[config.mk]
export PLATFORM = sky130hd
export DESIGN_NAME = sample_voice_mixer
export DESIGN_NICKNAME = d
export VERILOG_FILES = /design/src/rtl/sample_voice_mixer.sv
export SDC_FILE = /design/constraint.sdc
export NUM_CORES = 1
export LEC_CHECK = 0
export ABC_AREA = 1
export BUFFER_PORTS_ARGS = -buffer_cell sky130_fd_sc_hd__buf_2
export CORE_MARGIN = 2
export CORE_UTILIZATION = 56
export CTS_CLUSTER_DIAMETER = 30
export DETAILED_ROUTE_END_ITERATION = 16
export HOLD_SLACK_MARGIN = 0.12
export PLACE_DENSITY = 0.85
export SKIP_LAST_GASP = 1
export SLEW_MARGIN = 20
export SYNTH_ARGS = -nofsm -noshare
export SYNTH_HDL_FRONTEND = slang
export SYNTH_SLANG_ARGS = --single-unit
[constraint.sdc]
create_clock -name clk_in -period 3.25 [get_ports clk_in]
set_input_delay 0.65 -clock clk_in [delete_from_list [all_inputs] [get_ports clk_in]]
set_output_delay 0.65 -clock clk_in [all_outputs]
set_load 0.05 [all_outputs]
[src/rtl/sample_voice_mixer.sv]
// Per tick, reads 8 voices from the shared bank, sums the gated ones and emits one saturated sample; result 9+READ_LATENCY cycles after the tick.
// No backpressure: a tick arriving mid-mix is dropped and flagged on overrun one cycle later.
module sample_voice_mixer #(
    parameter int ADDR_WIDTH   = 13,
    parameter int DATA_WIDTH   = 16,
    parameter int READ_LATENCY = 2,
    parameter int MIX_SHIFT    = 2
) (
    input  logic                    clk_in,
    input  logic                    rst_in,
    input  logic                    sample_tick,
    input  logic [7:0]              gate_in,
    input  logic [ADDR_WIDTH-1:0]   sample_addr,
    output logic [ADDR_WIDTH+2:0]   bram_addr,
    input  logic [DATA_WIDTH-1:0]   bram_data,
    output logic [DATA_WIDTH-1:0]   mix_out,
    output logic                    mix_valid,
    output logic                    busy,
    output logic                    overrun
);

    localparam int ACC_WIDTH = DATA_WIDTH + 3;
    localparam int LAT       = READ_LATENCY;
    localparam int DCW       = $clog2(LAT + 1);
    localparam logic [DCW-1:0] DRAIN_LAST = DCW'(LAT - 1);

    typedef enum logic [1:0] {
        IDLE   = 2'd0,
        ISSUE  = 2'd1,
        DRAIN  = 2'd2,
        OUTPUT = 2'd3
    } state_t;

    state_t state;
    state_t state_next;

    logic [ADDR_WIDTH-1:0]        addr_lat;
    logic [7:0]                   gate_lat;
    logic [2:0]                   voice;
    logic [2:0]                   voice_inc;
    logic [DCW-1:0]               drain_cnt;
    logic [LAT:0]                 tag_vld;
    logic [LAT:0]                 tag_gate;
    logic signed [ACC_WIDTH-1:0]  acc;
    logic signed [ACC_WIDTH-1:0]  data_ext;
    logic signed [ACC_WIDTH-1:0]  contrib;
    logic signed [ACC_WIDTH-1:0]  acc_next;
    logic signed [ACC_WIDTH-1:0]  shifted;
    logic [DATA_WIDTH-1:0]        mix_sat;

    localparam logic signed [ACC_WIDTH-1:0] SAT_MAX = {4'b0000, {(DATA_WIDTH-1){1'b1}}};
    localparam logic signed [ACC_WIDTH-1:0] SAT_MIN = {4'b1111, {(DATA_WIDTH-1){1'b0}}};

    always_ff @(posedge clk_in) begin
        if (rst_in) begin
            state <= IDLE;
        end else begin
            state <= state_next;
        end
    end

    always_comb begin
        state_next = state;
        case (state)
            IDLE:    if (sample_tick) state_next = ISSUE;
            ISSUE:   if (voice == 3'd7) state_next = DRAIN;
            DRAIN:   if (drain_cnt == DRAIN_LAST) state_next = OUTPUT;
            OUTPUT:  state_next = IDLE;
            default: state_next = IDLE;
        endcase
    end

    // Tag stage LAT lines up with the bank data for the same voice.
    always_comb begin
        voice_inc = voice + 3'd1;
        data_ext  = {{3{bram_data[DATA_WIDTH-1]}}, bram_data};
        contrib   = (tag_vld[LAT] && tag_gate[LAT]) ? data_ext : '0;
        acc_next  = acc + contrib;
        shifted   = acc_next >>> MIX_SHIFT;
        if (shifted > SAT_MAX) begin
            mix_sat = {1'b0, {(DATA_WIDTH-1){1'b1}}};
        end else if (shifted < SAT_MIN) begin
            mix_sat = {1'b1, {(DATA_WIDTH-1){1'b0}}};
        end else begin
            mix_sat = shifted[DATA_WIDTH-1:0];
        end
    end

    always_ff @(posedge clk_in) begin
        if (rst_in) begin
            addr_lat  <= '0;
            gate_lat  <= '0;
            voice     <= '0;
            drain_cnt <= '0;
            tag_vld   <= '0;
            tag_gate  <= '0;
            acc       <= '0;
            bram_addr <= '0;
            mix_out   <= '0;
            mix_valid <= 1'b0;
            overrun   <= 1'b0;
        end else begin
            overrun   <= sample_tick && (state != IDLE);
            mix_valid <= 1'b0;
            acc       <= acc_next;
            for (int i = 1; i <= LAT; i++) begin
                tag_vld[i]  <= tag_vld[i-1];
                tag_gate[i] <= tag_gate[i-1];
            end
            tag_vld[0]  <= 1'b0;
            tag_gate[0] <= 1'b0;

            case (state)
                IDLE: begin
                    if (sample_tick) begin
                        addr_lat    <= sample_addr;
                        gate_lat    <= gate_in;
                        acc         <= '0;
                        voice       <= 3'd0;
                        bram_addr   <= {3'd0, sample_addr};
                        tag_vld[0]  <= 1'b1;
                        tag_gate[0] <= gate_in[0];
                    end
                end
                ISSUE: begin
                    if (voice != 3'd7) begin
                        voice       <= voice_inc;
                        bram_addr   <= {voice_inc, addr_lat};
                        tag_vld[0]  <= 1'b1;
                        tag_gate[0] <= gate_lat[voice_inc];
                    end else begin
                        drain_cnt <= '0;
                    end
                end
                DRAIN: begin
                    drain_cnt <= drain_cnt + 1'b1;
                    // The last voice lands this cycle, so saturate the updated sum directly.
                    if (drain_cnt == DRAIN_LAST) begin
                        mix_out   <= mix_sat;
                        mix_valid <= 1'b1;
                    end
                end
                default: ;
            endcase
        end
    end

    assign busy = (state != IDLE);

endmodule
# --- Word-level counts from Yosys, hierarchy flattened ---
# Index checks and enable logic that the tools add are counted.
word_totals:
  mem_bits_rw: 0
  latchBits: 0
  n_memories: 0
  word_cells: 68
  in_bits: 40
  reg_bits: 87
  mem_bits_ro: 0
  out_inout_bits: 35
classes:
  shifts: 0
  muxes: 26
  n_reduce_logical: 12
  eq_ne: 11
  bitwise: 1
  multipliers: 0
  div: 0
  order_cmp: 3
  n_addsub: 3
op_table:
  columns: ["operator", "n"]
  rows:
  - ["16-bit two-way mux", 4]
  - ["19-bit two-way mux", 3]
  - ["16-bit one-hot mux with 2 select lines", 1]
  - ["19-bit adder", 1]
  - ["17-bit by 16-bit greater-than comparator with 1-bit output, second input constant", 1]
  - ["17-bit by 16-bit < comparator with 1-bit output, second input constant", 1]
  - ["2-bit != test, second input constant", 5]
  - ["2-bit two-way mux", 4]
  - ["2-bit one-hot mux with 4 select lines", 1]
  - ["1-bit two-way mux", 6]
  - ["3-bit two-way mux", 2]
  - ["3-bit one-hot mux with 2 select lines", 1]
  - ["2-bit AND reduction", 3]
  - ["3-bit AND reduction", 2]
  - ["2-bit nonzero test", 3]
  - ["2-bit by 1-bit == test with 1-bit output, second input constant", 2]
  - ["2-bit == test, second input constant", 2]
  - ["3-bit by 4-bit < comparator with 1-bit output, second input constant", 1]
  - ["1-bit one-hot mux with 2 select lines", 2]
  - ["2-bit one-hot mux with 2 select lines", 1]
  - ["3-bit by 1-bit adder with 3-bit output, second input constant", 1]
  - ["1-bit binary-select mux with 3-bit select", 1]
  - ["3-bit == test, second input constant", 1]
  - ["3-bit != test, second input constant", 1]
  - ["5 further kinds", 6]

# --- Longest topological paths before layout ---
# Gate-level depths: netlist of run 1.
logic_depth:
  word_depth: 6
  ltp_mapped: 19
  depth_no_buf: 18

# --- Least setup slack after synthesis of run 1 ---
# Ideal clock, no wire load.
synth_timing:
  path_type: "input -> register"
  startpoint: "input bram_data[15]"
  endpoint: "register mix_out[0]"
  n_path_buf: 1
  required_ps: 3128
  arrival_time_ps: 2269
  setup_slack_ps: 859
  path_stages: 14
  setup_ps: 122
  cell_sequence: "nand2_1 > inv_1 > ha_1 > nand2_1 > inv_1 > nand2_1 > nand2_1 > a21oi_2 > nand3_2 > nand2_2 > nand2_4 > a21oi_4 > buf_12 > a21oi_2"
synth_between:
  elab_chain_cells: 5
  word_cells_on_any_way: 6
  classes_between: "1 x add/sub; 2 x order compare; 3 x mux"
synth_rtl:
  columns: ["element", "line", "rtl"]
  rows:
  - ["start: declaration", "15", "input logic [DATA_WIDTH-1:0] bram_data,"]
  - ["19-bit two-way mux (*)", "77", "contrib = (tag_vld[LAT] && tag_gate[LAT]) ? data_ext : '0;"]
  - ["19-bit adder (*)", "78", "acc_next = acc + contrib;"]
  - ["17-bit by 16-bit < comparator with 1-bit output", "82", "end else if (shifted < SAT_MIN) begin"]
  - ["16-bit two-way mux", "82", null]
  - ["16-bit two-way mux (*)", "80", "if (shifted > SAT_MAX) begin"]
  - ["end signal: assignment", "139", "mix_out <= mix_sat;"]
  - ["end: declaration", "16", "output logic [DATA_WIDTH-1:0] mix_out,"]
# Mark *: on every way between the ends. The rest lies on a longest branch, timed or not.
# A chain may end at the register's enable or synchronous reset.

# --- Worst setup path after layout of run 1 ---
layout_timing:
  startpoint: "register tag_vld[2]"
  endpoint: "register mix_out[7]"
layout_between:
  elab_chain_cells: 6
  word_cells_on_any_way: 7
  classes_between: "1 x add/sub; 2 x order compare; 3 x mux; 1 x reduce/logical"
layout_rtl:
  columns: ["element", "line", "rtl"]
  rows:
  - ["start: declaration", "42", "logic [LAT:0] tag_vld;"]
  - ["start signal: indexed assignment", "107", "tag_vld[i] <= tag_vld[i-1];"]
  - ["1-bit logical AND (*)", "77", null]
  - ["19-bit two-way mux (*)", "77", null]
  - ["19-bit adder (*)", "78", null]
  - ["17-bit by 16-bit < comparator with 1-bit output", "82", null]
  - ["16-bit two-way mux", "82", null]
  - ["16-bit two-way mux (*)", "80", null]
# Marks and branches as above.

==> parameters.txt, run 1 <==
Parameter                              Value

CTS
  Root Buffer Master ... clkbuf_8
  Clock transition time at the flip-flop clock pins of the worst setup and hold paths ... 90 ps
  Clock tree from TritonCTS ... built
  Number of clock buffers inserted by TritonCTS ... 9
  # hold bufs at CTS ... 0
  Clock sink total ... 84
  Later-pin clock latency in the skew report ... roughly 360 ps
  CTS max path bufs ... 2
  H-tree depth ... 3

Worst setup path
  Req. time, crit path ... between 3000 and 4000 ps
  Element type at the critical path start ... flip-flop
  Worst reg2reg path startpoint ... tag_vld[2]$_SDFF_PP0_
  Worst reg-to-reg setup slack ... ~380 ps
  Buffers plus inverters on the worst setup path ... 3
  Highest fanout seen on the critical path ... 15
  Delay of the slowest cell on the worst path ... between 400 and 500 ps
  Element type at the critical path end ... flip-flop
  Arrival time of data at the critical path endpoint ... 3100 ps
  Cell breakdown of the critical path ... nand2_2 > inv_2 > nand2_1 > inv_1 > ha_1 > nand2_1 > nor2_1 > nand2_1 > clkinv_1 > nand4_1 > nand4_1 > nand2_1 > a21oi_4 > a21oi_1
  CP delay by family, top ... simple AND/OR/NAND/NOR gates
  Worst Reg-to-Reg Cells ... 14
  Worst setup path category ... flip-flop to flip-flop
  Library cell contributing the largest single delay on the critical path ... a21oi_4
  FF-to-FF End ... mix_out[7]$_SDFFE_PP0P_
  Cell repeated most along the worst path ... nand2_1

Finish
  Fraction of layout instances using a drive strength above 1 ... a little under a fifth
  Highest-count cells in the layout ignoring fill and taps ... nand2_1 (136), inv_1 (90), dfxtp_1 (84), buf_2 (74), nor2_1 (70)
  Synth-to-Final Area Change ... 14.2%
  Antenna fix cells ... 0
  Fill cells ... 673
  Number of nets at the end of the flow ... between 700 and 800
  Most common library cell in the layout ignoring fill and taps ... nand2_1

GRT
  Overall track demand over capacity in global routing ... around a quarter
  Leftover overflow at the end of global routing ... 0
  Number of global-route vias before repair ... between 3000 and 4000
  Initial antenna violation count ... 0
  Global-route wire length before repair ... between 15 and 20 mm
  Largest net degree at the start of global routing ... 52

Timing
  Worst clock skew ... 12.1 ps
  PnR worst setup slack ... 378 ps
  Setup repair after global routing missed its margin ... false
  Maximum frequency from static timing analysis ... 348 MHz
  Final total negative setup slack ... 0 ps
  Relative slew slack ... a little over two fifths
  Minimum hold slack ... roughly 410 ps
  Final setup fails ... 0
  Transition at the pin with the smallest max-transition slack ... ~860 ps
  Max Transition Viols Final ... 0
  Final critical path time including I/O delays and setup ... roughly 2900 ps
  Fin. Hold Viols ... 0
  Ratio of final minimum period to clock period ... roughly nine tenths

Synth
  Yosys reg bits ... 84
  Warnings from Yosys ... 0
  Top-area cell type share of the netlist area ... between 30% and 40%
  Cell type with the largest total area after synthesis ... dfxtp_1
  Number of unique standard cell types used by synthesis ... 34
  Avg Inst Size Synth ... about 7 um^2
  Sequential-to-total area share from yosys stat ... between 30% and 40%
  Number of nets produced by synthesis ... a little under 700
  Number of instances in the synthesized netlist ... 620
  Top area cells in the synthesized netlist ... dfxtp_1 (38%), nand2_1 (12%), inv_1 (7.7%), ha_1 (6.8%), o21ai_0 (6.3%)
  Cell area after technology mapping ... between 4000 and 5000 um^2

Min path
  Hold crit path type ... flip-flop to flip-flop
  Capture endpoint of the worst hold path ... tag_vld[2]$_SDFF_PP0_
  Cell depth of the worst hold path ... 2
  Source of the worst hold timing path ... tag_vld[1]$_SDFF_PP0_

Floorplan
  Die ar. ... roughly 8600 um^2
  Die Span X ... about 93 um
  Number of ports placed on the die boundary ... 75
  Core Rows ... 32
  Initial Utilization ... a little under three fifths
  Core ar. ... between 7000 and 8000 um^2
  DIE HEIGHT ... approximately 93 um

Pwr
  Largest voltage drop on the vdd net ... 519 uV
  Power density over cell area ... 618 nW/um^2
  Standby leakage power ... between 2 and 3 nW

Routing
  Detail-routed net length per standard cell ... between 10 and 15 um
  Total DRC errors in the routed layout ... 0
  Antenna viol nets, final ... 0
  Via density per instance ... 5.23
  1st-pass router iterations ... 5
  Via count of the routed design ... roughly 4200
  Wire length reported by the detailed router ... ~10 mm
  DRC violation total after the first TritonRoute iteration ... 270

Flow run
  Number of maximum-capacitance constraint violations ... 0

Placement
  Final weighted congestion of routability-driven global placement ... 0.938
  Worst-case setup slack after placement ... 273 ps
  Half-perimeter wire length after placement ... just under 8 mm
  I/O Buffers ... between 70 and 80

Outcome
  Run status ... complete, no violations
==> power breakdown <==
part           internal [mW]  leakage (nW)  switching, mW
clock network          0.305        0.0994          0.449
registers               1.22         0.686         0.0981
logic                  0.263          1.78          0.773
total                   1.78          2.57           1.32
==> logic make-up (layout without fill, tap and decap cells) <==
| kind of cell | after synthesis | count (layout) | share of synthesized area [%] |
|---|---|---|---|
| simple gates | 247 | 247 | 23.7 |
| compound gates | 136 | 136 | 17.7 |
| buf+inv | 115 | 187 | 10.4 |
| flops | 84 | 84 | 38.2 |
| fa+ha+maj | 25 | 25 | 7.28 |
| xor+xnor | 13 | 13 | 2.76 |
==> metrics by stage <==
step / power (mW) / cell area, um^2 / cells / util (%)
CTS: 3.11 / 5020 / 794 / 65.3
global route: 3.27 / 5020 / 794 / 65.3
floorplan: 2.11 / 4400 / 620 / -
detailed placement: 2.37 / 4820 / 778 / 62.6
finish: 3.10 / 5020 / 794 / 65.3
global placement: 2.32 / 4820 / 778 / 62.6
==> state kept, by name, summed over array words and instances (netlist names) <==
| name | cells |
|---|---|
| overrun | 1 |
| gate_lat | 8 |
| tag_gate | 3 |
| addr_lat | 13 |
| mix_valid | 1 |
| state | 2 |
| tag_vld | 3 |
| mix_out | 16 |
| bram_addr | 16 |
| acc | 19 |
| drain_cnt | 2 |
==> worst max path at each step <==
stage / startpoint / endpoint / cells past startpoint
final: tag_vld[2]$_SDFF_PP0_ / mix_out[7]$_SDFFE_PP0P_ / 14
after global routing: tag_vld[2]$_SDFF_PP0_ / mix_out[7]$_SDFFE_PP0P_ / 14
after CTS: tag_vld[2]$_SDFF_PP0_ / mix_out[7]$_SDFFE_PP0P_ / 14
after detailed placement: tag_vld[2]$_SDFF_PP0_ / mix_out[7]$_SDFFE_PP0P_ / 14
after global placement: bram_data[12] / mix_out[8]$_SDFFE_PP0P_ / 12
after floorplan: bram_data[15] / mix_out[0]$_SDFFE_PP0P_ / 14
==> synthesized netlist by cell type <==
cell type  number
nand2_2         8
fa_1            1
o211ai_1        4
nand3b_1        1
a31oi_1        13
nand4_2         1
nand4_1         4
a21oi_1        45
o21ai_0        55
clkbuf_1       19
nor2_4          3
dfxtp_1        84
o22ai_1         1
nor2_2          3
a21oi_4         1
xor2_1          9
nand2_1       137
xnor2_2         1
ha_1           24
nand3_2         1
inv_1          90
a21o_1          1
nor2_1         70
xnor2_1         3
clkinv_1        1
a21oi_2        12
a211oi_1        1
nand2_4         2
nor3_1          3
buf_12          1
nand3_1        14
o21bai_1        3
buf_6           1
inv_2           3
==> repair_timing <==
action	in CTS	in global routing
gates resized for setup	0	1
buffers inserted	0	0
setup endpoints to repair	0	1
==> area by class of cell <==
cell class                      instances  area (um^2)  share of cell area, %
Multi-Input combinational cell        421         2260                   45.1
Sequential cell                        84         1680                   33.5
Timing Repair Buffer                   77          393                   7.82
Inverter                               94          353                   7.03
Tap cell                              102          128                   2.54
Clock buffer                            9          124                   2.47
Clock inverter                          7         80.1                   1.59
==> per-layer routing <==
metal	global-route usage (%)	vias up	routed length [um]	share of wire [%]
met4	9.07	0	204	1.9
met3	4.31	21	631	6.0
met5	0	-	0	0
met2	43.0	135	4910	47
li1	-	2103	-	-
met1	34.1	1895	4730	45
==> worst register-to-register path, cell delays in order (launching register included) <==
cell and delay (ps):
dfxtp_1 320, nand2_2 240, inv_2 70, nand2_1 150
inv_1 110, ha_1 410, nand2_1 90, nor2_1 160
nand2_1 80, clkinv_1 60, nand4_1 160, nand4_1 160
nand2_1 100, a21oi_4 490, a21oi_1 150
(Power assumes the default switching activity.)
==> inputs of run 2 (changes only) <==
Settings changed: BUFFER_PORTS_ARGS -buffer_cell sky130_fd_sc_hd__buf_2 to default, CORE_ASPECT_RATIO from default to 1.1, CORE_UTILIZATION 56 to 60, DONT_BUFFER_PORTS from default to 1, PLACE_DENSITY 0.85 to 0.81.
==> parameters.txt, run 2 (synthesized netlist as in run 1, its figures left out) <==
Parameter                              Value

Pwr
  Power density over cell area ... around 650 nW/um^2
  Power share of the sequential group ... a little over half
  Combinational group share of total power ... between 20 and 25%
  Internal power ... around 1.8 mW
  Total power ... 3.03 mW
  Net switching component of the power ... 1.24 mW
  Standby leakage power ... approximately 2.2 nW
  Largest voltage drop on the vdd net ... a little under 500 uV
  Switching Share ... 40.8%
  Clock share of power ... a little over a quarter

Timing
  Final total negative setup slack ... 0 ps
  Maximum frequency from static timing analysis ... 365 MHz
  Setup repair after global routing missed its margin ... false
  Worst clock skew ... around 5.4 ps
  Max Transition Viols Final ... 0
  Final critical path time including I/O delays and setup ... between 2000 and 3000 ps
  Transition at the pin with the smallest max-transition slack ... approximately 800 ps
  Final setup fails ... 0
  Fin. Hold Viols ... 0
  Ratio of final minimum period to clock period ... a little over four fifths
  Relative slew slack ... between 40 and 50%
  PnR worst setup slack ... between 500 and 600 ps

Routing
  Total DRC errors in the routed layout ... 0
  Via count of the routed design ... roughly 3800
  Wire length reported by the detailed router ... between 9 and 10 mm
  1st-pass router iterations ... 4
  Via density per instance ... roughly 5.4
  Antenna viol nets, final ... 0
  DRC violation total after the first TritonRoute iteration ... between 150 and 200
  Detail-routed net length per standard cell ... approximately 14 um

Floorplan
  Core ar. ... a little over 7000 um^2
  Initial Utilization ... 62.4%
  Die ar. ... 8030 um^2
  Core Rows ... 32
  Die Span X ... 85.6 um
  DIE HEIGHT ... between 90 and 100 um
  Number of ports placed on the die boundary ... 75

Worst setup path
  Element type at the critical path start ... flip-flop
  Element type at the critical path end ... flip-flop
  Req. time, crit path ... roughly 3600 ps
  Crit. Startpoint ... tag_vld[2]$_SDFF_PP0_
  FF-to-FF End ... mix_out[10]$_SDFFE_PP0P_
  Worst reg2reg path startpoint ... tag_vld[2]$_SDFF_PP0_
  Arrival time of data at the critical path endpoint ... between 3000 and 4000 ps
  Worst setup path category ... flip-flop to flip-flop
  Worst Reg-to-Reg Cells ... 15
  Worst reg-to-reg setup slack ... a little over 500 ps
  Highest fanout seen on the critical path ... 15

Finish
  Antenna fix cells ... 0
  Largest registers ... acc x19, bram_addr x16, mix_out x16
  Highest-count cells in the layout ignoring fill and taps ... nand2_1 (137), inv_1 (90), dfxtp_1 (84), nor2_1 (70), o21ai_0 (55)
  Number of nets at the end of the flow ... 680
  Most common library cell in the layout ignoring fill and taps ... nand2_1
  Synth-to-Final Area Change ... 5.97%
  Register with the highest flop count ... acc
  Flip-flop count of the largest register, all copies and words added ... 19
  Fraction of layout instances using a drive strength above 1 ... around 9%

Min path
  Hold crit path type ... primary input to flip-flop
  Source of the worst hold timing path ... rst_in
  Cell depth of the worst hold path ... 1
  Capture endpoint of the worst hold path ... bram_addr[15]$_SDFFE_PP0P_

GRT
  Global-route wire length before repair ... around 16 mm
  Initial antenna violation count ... 0
  Number of global-route vias before repair ... between 3000 and 4000
  Largest net degree at the start of global routing ... 52
  Overall track demand over capacity in global routing ... between 20 and 30%
  Leftover overflow at the end of global routing ... 0

CTS
  Resized cells post-CTS ... 0
  Number of clock buffers inserted by TritonCTS ... 9
  Later-pin clock latency in the skew report ... between 300 and 400 ps
  Root Buffer Master ... clkbuf_8
  Clock tree from TritonCTS ... built
  # hold bufs at CTS ... 0
  H-tree depth ... 3
  Clock transition time at the flip-flop clock pins of the worst setup and hold paths ... ~90 ps
  CTS max path bufs ... 2
  Clock sink total ... between 80 and 90
  Post-CTS Setup Bufs ... 0

Outcome
  Run status ... complete, no violations

Placement
  I/O Buffers ... 0
  Worst-case setup slack after placement ... about 310 ps
  Half-perimeter wire length after placement ... between 7 and 8 mm
  Final weighted congestion of routability-driven global placement ... about 0.93

Flow run
  Number of maximum-capacitance constraint violations ... 0
==> run 2: layer usage <==
metal | track usage [%] | vias to the layer above | wire, um | part of all wire [%]
li1 | - | 1966 | - | -
met1 | 28.5 | 1747 | 4170 | 43
met2 | 45.6 | 97 | 4880 | 50
met3 | 8.52 | 14 | 583 | 6.0
met4 | 8.20 | 0 | 139 | 1.4
met5 | 0 | - | 0 | 0
==> run 2: area by class of cell <==
| type | count | area [um^2] |
|---|---|---|
| Timing Repair Buffer | 5 | 50.0 |
| Sequential cell | 84 | 1680 |
| Inverter | 94 | 353 |
| Multi-Input combinational cell | 421 | 2260 |
| Clock inverter | 6 | 71.3 |
| Fill cell | 631 | 2390 |
| Clock buffer | 10 | 138 |
| Tap cell | 85 | 106 |
==> run 2: through the flow <==
step | std cells | instance area [um^2] | util (%) | hold slack [ps]
2_1_floorplan | 620 | 4400 | - | 388
3_3_place_gp | 688 | 4430 | 62.9 | 394
3_5_place_dp | 688 | 4430 | 62.9 | 398
4_1_cts | 704 | 4640 | 65.9 | 317
5_1_grt | 705 | 4660 | 66.1 | 316
6_report | 705 | 4660 | 66.1 | 335
==> run 2: critical path, cell delays in order, from the launching register on <==
cell and delay, ps:
dfxtp_1 310, nand2_1 310, nor2_1 200, ha_1 240, inv_1 90, fa_1 400, inv_1 110, nand3_1 70
nand3_1 130, nand2_1 80, nand2_1 130, nand2_1 70, nand2_1 90, xor2_1 220, nand2_1 100, a21oi_2 130
==> run 2: power by group through the flow <==
| stage | combinational [mW] | clock, mW | sequential (mW) |
|---|---|---|---|
| floorplan | 0.509 | 0 | 1.60 |
| global placement | 0.619 | 0 | 1.61 |
| detailed placement | 0.651 | 0 | 1.61 |
| CTS | 0.652 | 0.806 | 1.59 |
| global route | 0.750 | 0.839 | 1.61 |
| finish | 0.654 | 0.790 | 1.59 |
==> run 2: worst max-delay path by stage <==
stage / slack [ps] / endpoint / cells after the start
3_5_place_dp: 310 / mix_out[8]$_SDFFE_PP0P_ / 14
6_report: 510 / mix_out[10]$_SDFFE_PP0P_ / 15
3_3_place_gp: 400 / mix_out[9]$_SDFFE_PP0P_ / 14
2_1_floorplan: 860 / mix_out[0]$_SDFFE_PP0P_ / 14
4_1_cts: 260 / mix_out[5]$_SDFFE_PP0P_ / 14
5_1_grt: 190 / mix_out[8]$_SDFFE_PP0P_ / 15
==> inputs of run 3 (changes only) <==
Clock period 3.25 ns to 2.6 ns, I/O delays scaled along.
==> parameters.txt, run 3 (synthesized netlist as in run 1, its figures left out) <==
Parameter                              Value

Pwr
  Switching Share ... between 40% and 50%
  Clock share of power ... between 20% and 30%
  Net switching component of the power ... around 1.5 mW
  Total power ... between 3 and 4 mW
  Largest voltage drop on the vdd net ... slightly below 700 uV
  Standby leakage power ... between 2 and 2.5 nW
  Internal power ... ~2.2 mW
  Combinational group share of total power ... around 22%
  Power share of the sequential group ... a little over half
  Power density over cell area ... about 800 nW/um^2

Finish
  Antenna fix cells ... 0
  Largest registers ... acc x19, bram_addr x16, mix_out x16
  Register with the highest flop count ... acc
  End-of-flow core utilization ... 67.2%
  Most common library cell in the layout ignoring fill and taps ... nand2_1
  Flip-flop count of the largest register, all copies and words added ... 19
  Synth-to-Final Area Change ... 7.68%
  Final Instance Count excl. Fillers ... 712
  Fill cells ... 629
  Highest-count cells in the layout ignoring fill and taps ... nand2_1 (136), inv_1 (89), dfxtp_1 (84), nor2_1 (70), o21ai_0 (55)
  Fraction of layout instances using a drive strength above 1 ... 11.5%
  Number of nets at the end of the flow ... just under 700

CTS
  Clock tree from TritonCTS ... built
  Clock sink total ... 84
  # hold bufs at CTS ... 0
  Root Buffer Master ... clkbuf_8
  Clock transition time at the flip-flop clock pins of the worst setup and hold paths ... 90 ps
  Later-pin clock latency in the skew report ... 350 ps
  CTS max path bufs ... 2
  Number of clock buffers inserted by TritonCTS ... 9
  H-tree depth ... 3

Routing
  Antenna viol nets, final ... 0
  Detail-routed net length per standard cell ... 13.5 um
  Via density per instance ... around 5.4
  Via count of the routed design ... about 3800
  DRC violation total after the first TritonRoute iteration ... 127
  Wire length reported by the detailed router ... ~9.6 mm
  Total DRC errors in the routed layout ... 0
  1st-pass router iterations ... 5

Floorplan
  Initial Utilization ... a little over three fifths
  Core Rows ... 32
  DIE HEIGHT ... roughly 94 um
  Core ar. ... about 7000 um^2
  Number of ports placed on the die boundary ... 75
  Die Span X ... 85.6 um
  Die ar. ... 8030 um^2

Placement
  I/O Buffers ... 0
  Post-placement cell count ... 695
  Half-perimeter wire length after placement ... between 7 and 8 mm
  Final weighted congestion of routability-driven global placement ... around 0.9
  Worst-case setup slack after placement ... -61.7 ps

Worst setup path
  Worst reg2reg path startpoint ... tag_gate[2]$_SDFF_PP0_
  Req. time, crit path ... 2890 ps
  CP delay by family, top ... simple AND/OR/NAND/NOR gates
  Element type at the critical path end ... flip-flop
  Worst setup path category ... flip-flop to flip-flop
  Cell breakdown of the critical path ... nand2_2 > nor2_1 > ha_2 > inv_1 > fa_1 > inv_2 > nand3_1 > nand3_2 > nand2_1 > nand2_1 > nand2_1 > nand2_1 > xor2_2 > nand2_1 > a21oi_1
  Element type at the critical path start ... flip-flop
  Arrival time of data at the critical path endpoint ... ~2700 ps
  Buffers plus inverters on the worst setup path ... 2
  Crit. Startpoint ... tag_gate[2]$_SDFF_PP0_
  Highest fanout seen on the critical path ... 6
  Library cell contributing the largest single delay on the critical path ... fa_1
  Delay of the slowest cell on the worst path ... 420 ps
  Cell repeated most along the worst path ... nand2_1

Timing
  Relative slew slack ... roughly 47%
  Ratio of final minimum period to clock period ... 93.6%
  Max Transition Viols Final ... 0
  Maximum frequency from static timing analysis ... between 400 and 500 MHz
  Final setup fails ... 0
  Final critical path time including I/O delays and setup ... around 2400 ps
  PnR worst setup slack ... ~170 ps
  Fin. Hold Viols ... 0
  Setup repair after global routing missed its margin ... false
  Transition at the pin with the smallest max-transition slack ... 798 ps
  Worst clock skew ... around 7.5 ps
  Minimum hold slack ... 223 ps

GRT
  Leftover overflow at the end of global routing ... 0
  Global-route wire length before repair ... about 16 mm
  Initial antenna violation count ... 0
  Number of global-route vias before repair ... about 3800
  Largest net degree at the start of global routing ... between 40 and 50
  Overall track demand over capacity in global routing ... between 20% and 30%

Min path
  Source of the worst hold timing path ... rst_in
  Hold crit path type ... primary input to flip-flop

Outcome
  Run status ... complete, no violations

Flow run
  Number of maximum-capacitance constraint violations ... 0
run 3: cell count changes in the layout (fill, tap and decap cells not counted), moves of 3 or more:
| cell | before | now |
|---|---|---|
| ha_2 | 0 | 3 |
| xor2_1 | 9 | 6 |
| ha_1 | 24 | 21 |
| buf_4 | 4 | 11 |
| xor2_2 | 0 | 3 |
run 3: area by class of cell:
type / instances / area [um^2] / area share [%]
flip-flops and latches: 84 / 1680 / 35.5
clock buffers: 10 / 128 / 2.69
clock inverters: 6 / 71.3 / 1.51
well taps: 85 / 106 / 2.25
repair buffers: 12 / 93.8 / 1.98
inverters: 94 / 353 / 7.45
multi-input cells: 421 / 2300 / 48.6
run 3: worst paths after layout:
kind / end / depth (start not counted) / slack (ps)
min: bram_addr[15]$_SDFFE_PP0P_ / 1 / 220
max: mix_out[8]$_SDFFE_PP0P_ / 15 / 170
max reg2reg: mix_out[8]$_SDFFE_PP0P_ / 15 / 170
min reg2reg: tag_gate[1]$_SDFF_PP0_ / 2 / 410
run 3: worst register-to-register path, stage by stage (launching register included):
cell and delay (ps):
dfxtp_1 340, nand2_2 100, nor2_1 110, ha_2 220, inv_1 80, fa_1 420
inv_2 100, nand3_1 80, nand3_2 110, nand2_1 60, nand2_1 110, nand2_1 60
nand2_1 120, xor2_2 220, nand2_1 90, a21oi_1 140
run 3: metal layers:
metal | wire length [um] | track usage, % | up-vias
met5 | 0 | 0 | -
met4 | 272 | 11.5 | 0
met3 | 620 | 6.68 | 21
met1 | 4000 | 28.8 | 1723
li1 | - | - | 1971
met2 | 4720 | 43.0 | 108
run 3: power groups by stage:
stage,sequential [mW],combinational [mW],clock [mW]
after floorplan,2.00,0.636,0
after global placement,2.00,0.799,0
after detailed placement,2.01,0.839,0
after CTS,1.98,0.844,0.957
after global routing,2.01,0.963,1.01
final,1.98,0.838,0.944
run 3: per-stage QoR:
step / instance area, um^2 / setup TNS [ps]
2_1_floorplan: 4400 / 0
3_3_place_gp: 4480 / -27.2
3_5_place_dp: 4480 / -78.3
4_1_cts: 4680 / 0
5_1_grt: 4740 / 0
6_report: 4740 / 0
run 3: timing repair:
item	in CTS	in global routing
endpoints found under the setup margin	0	18
setup buffers	0	1
gates resized for setup	0	11
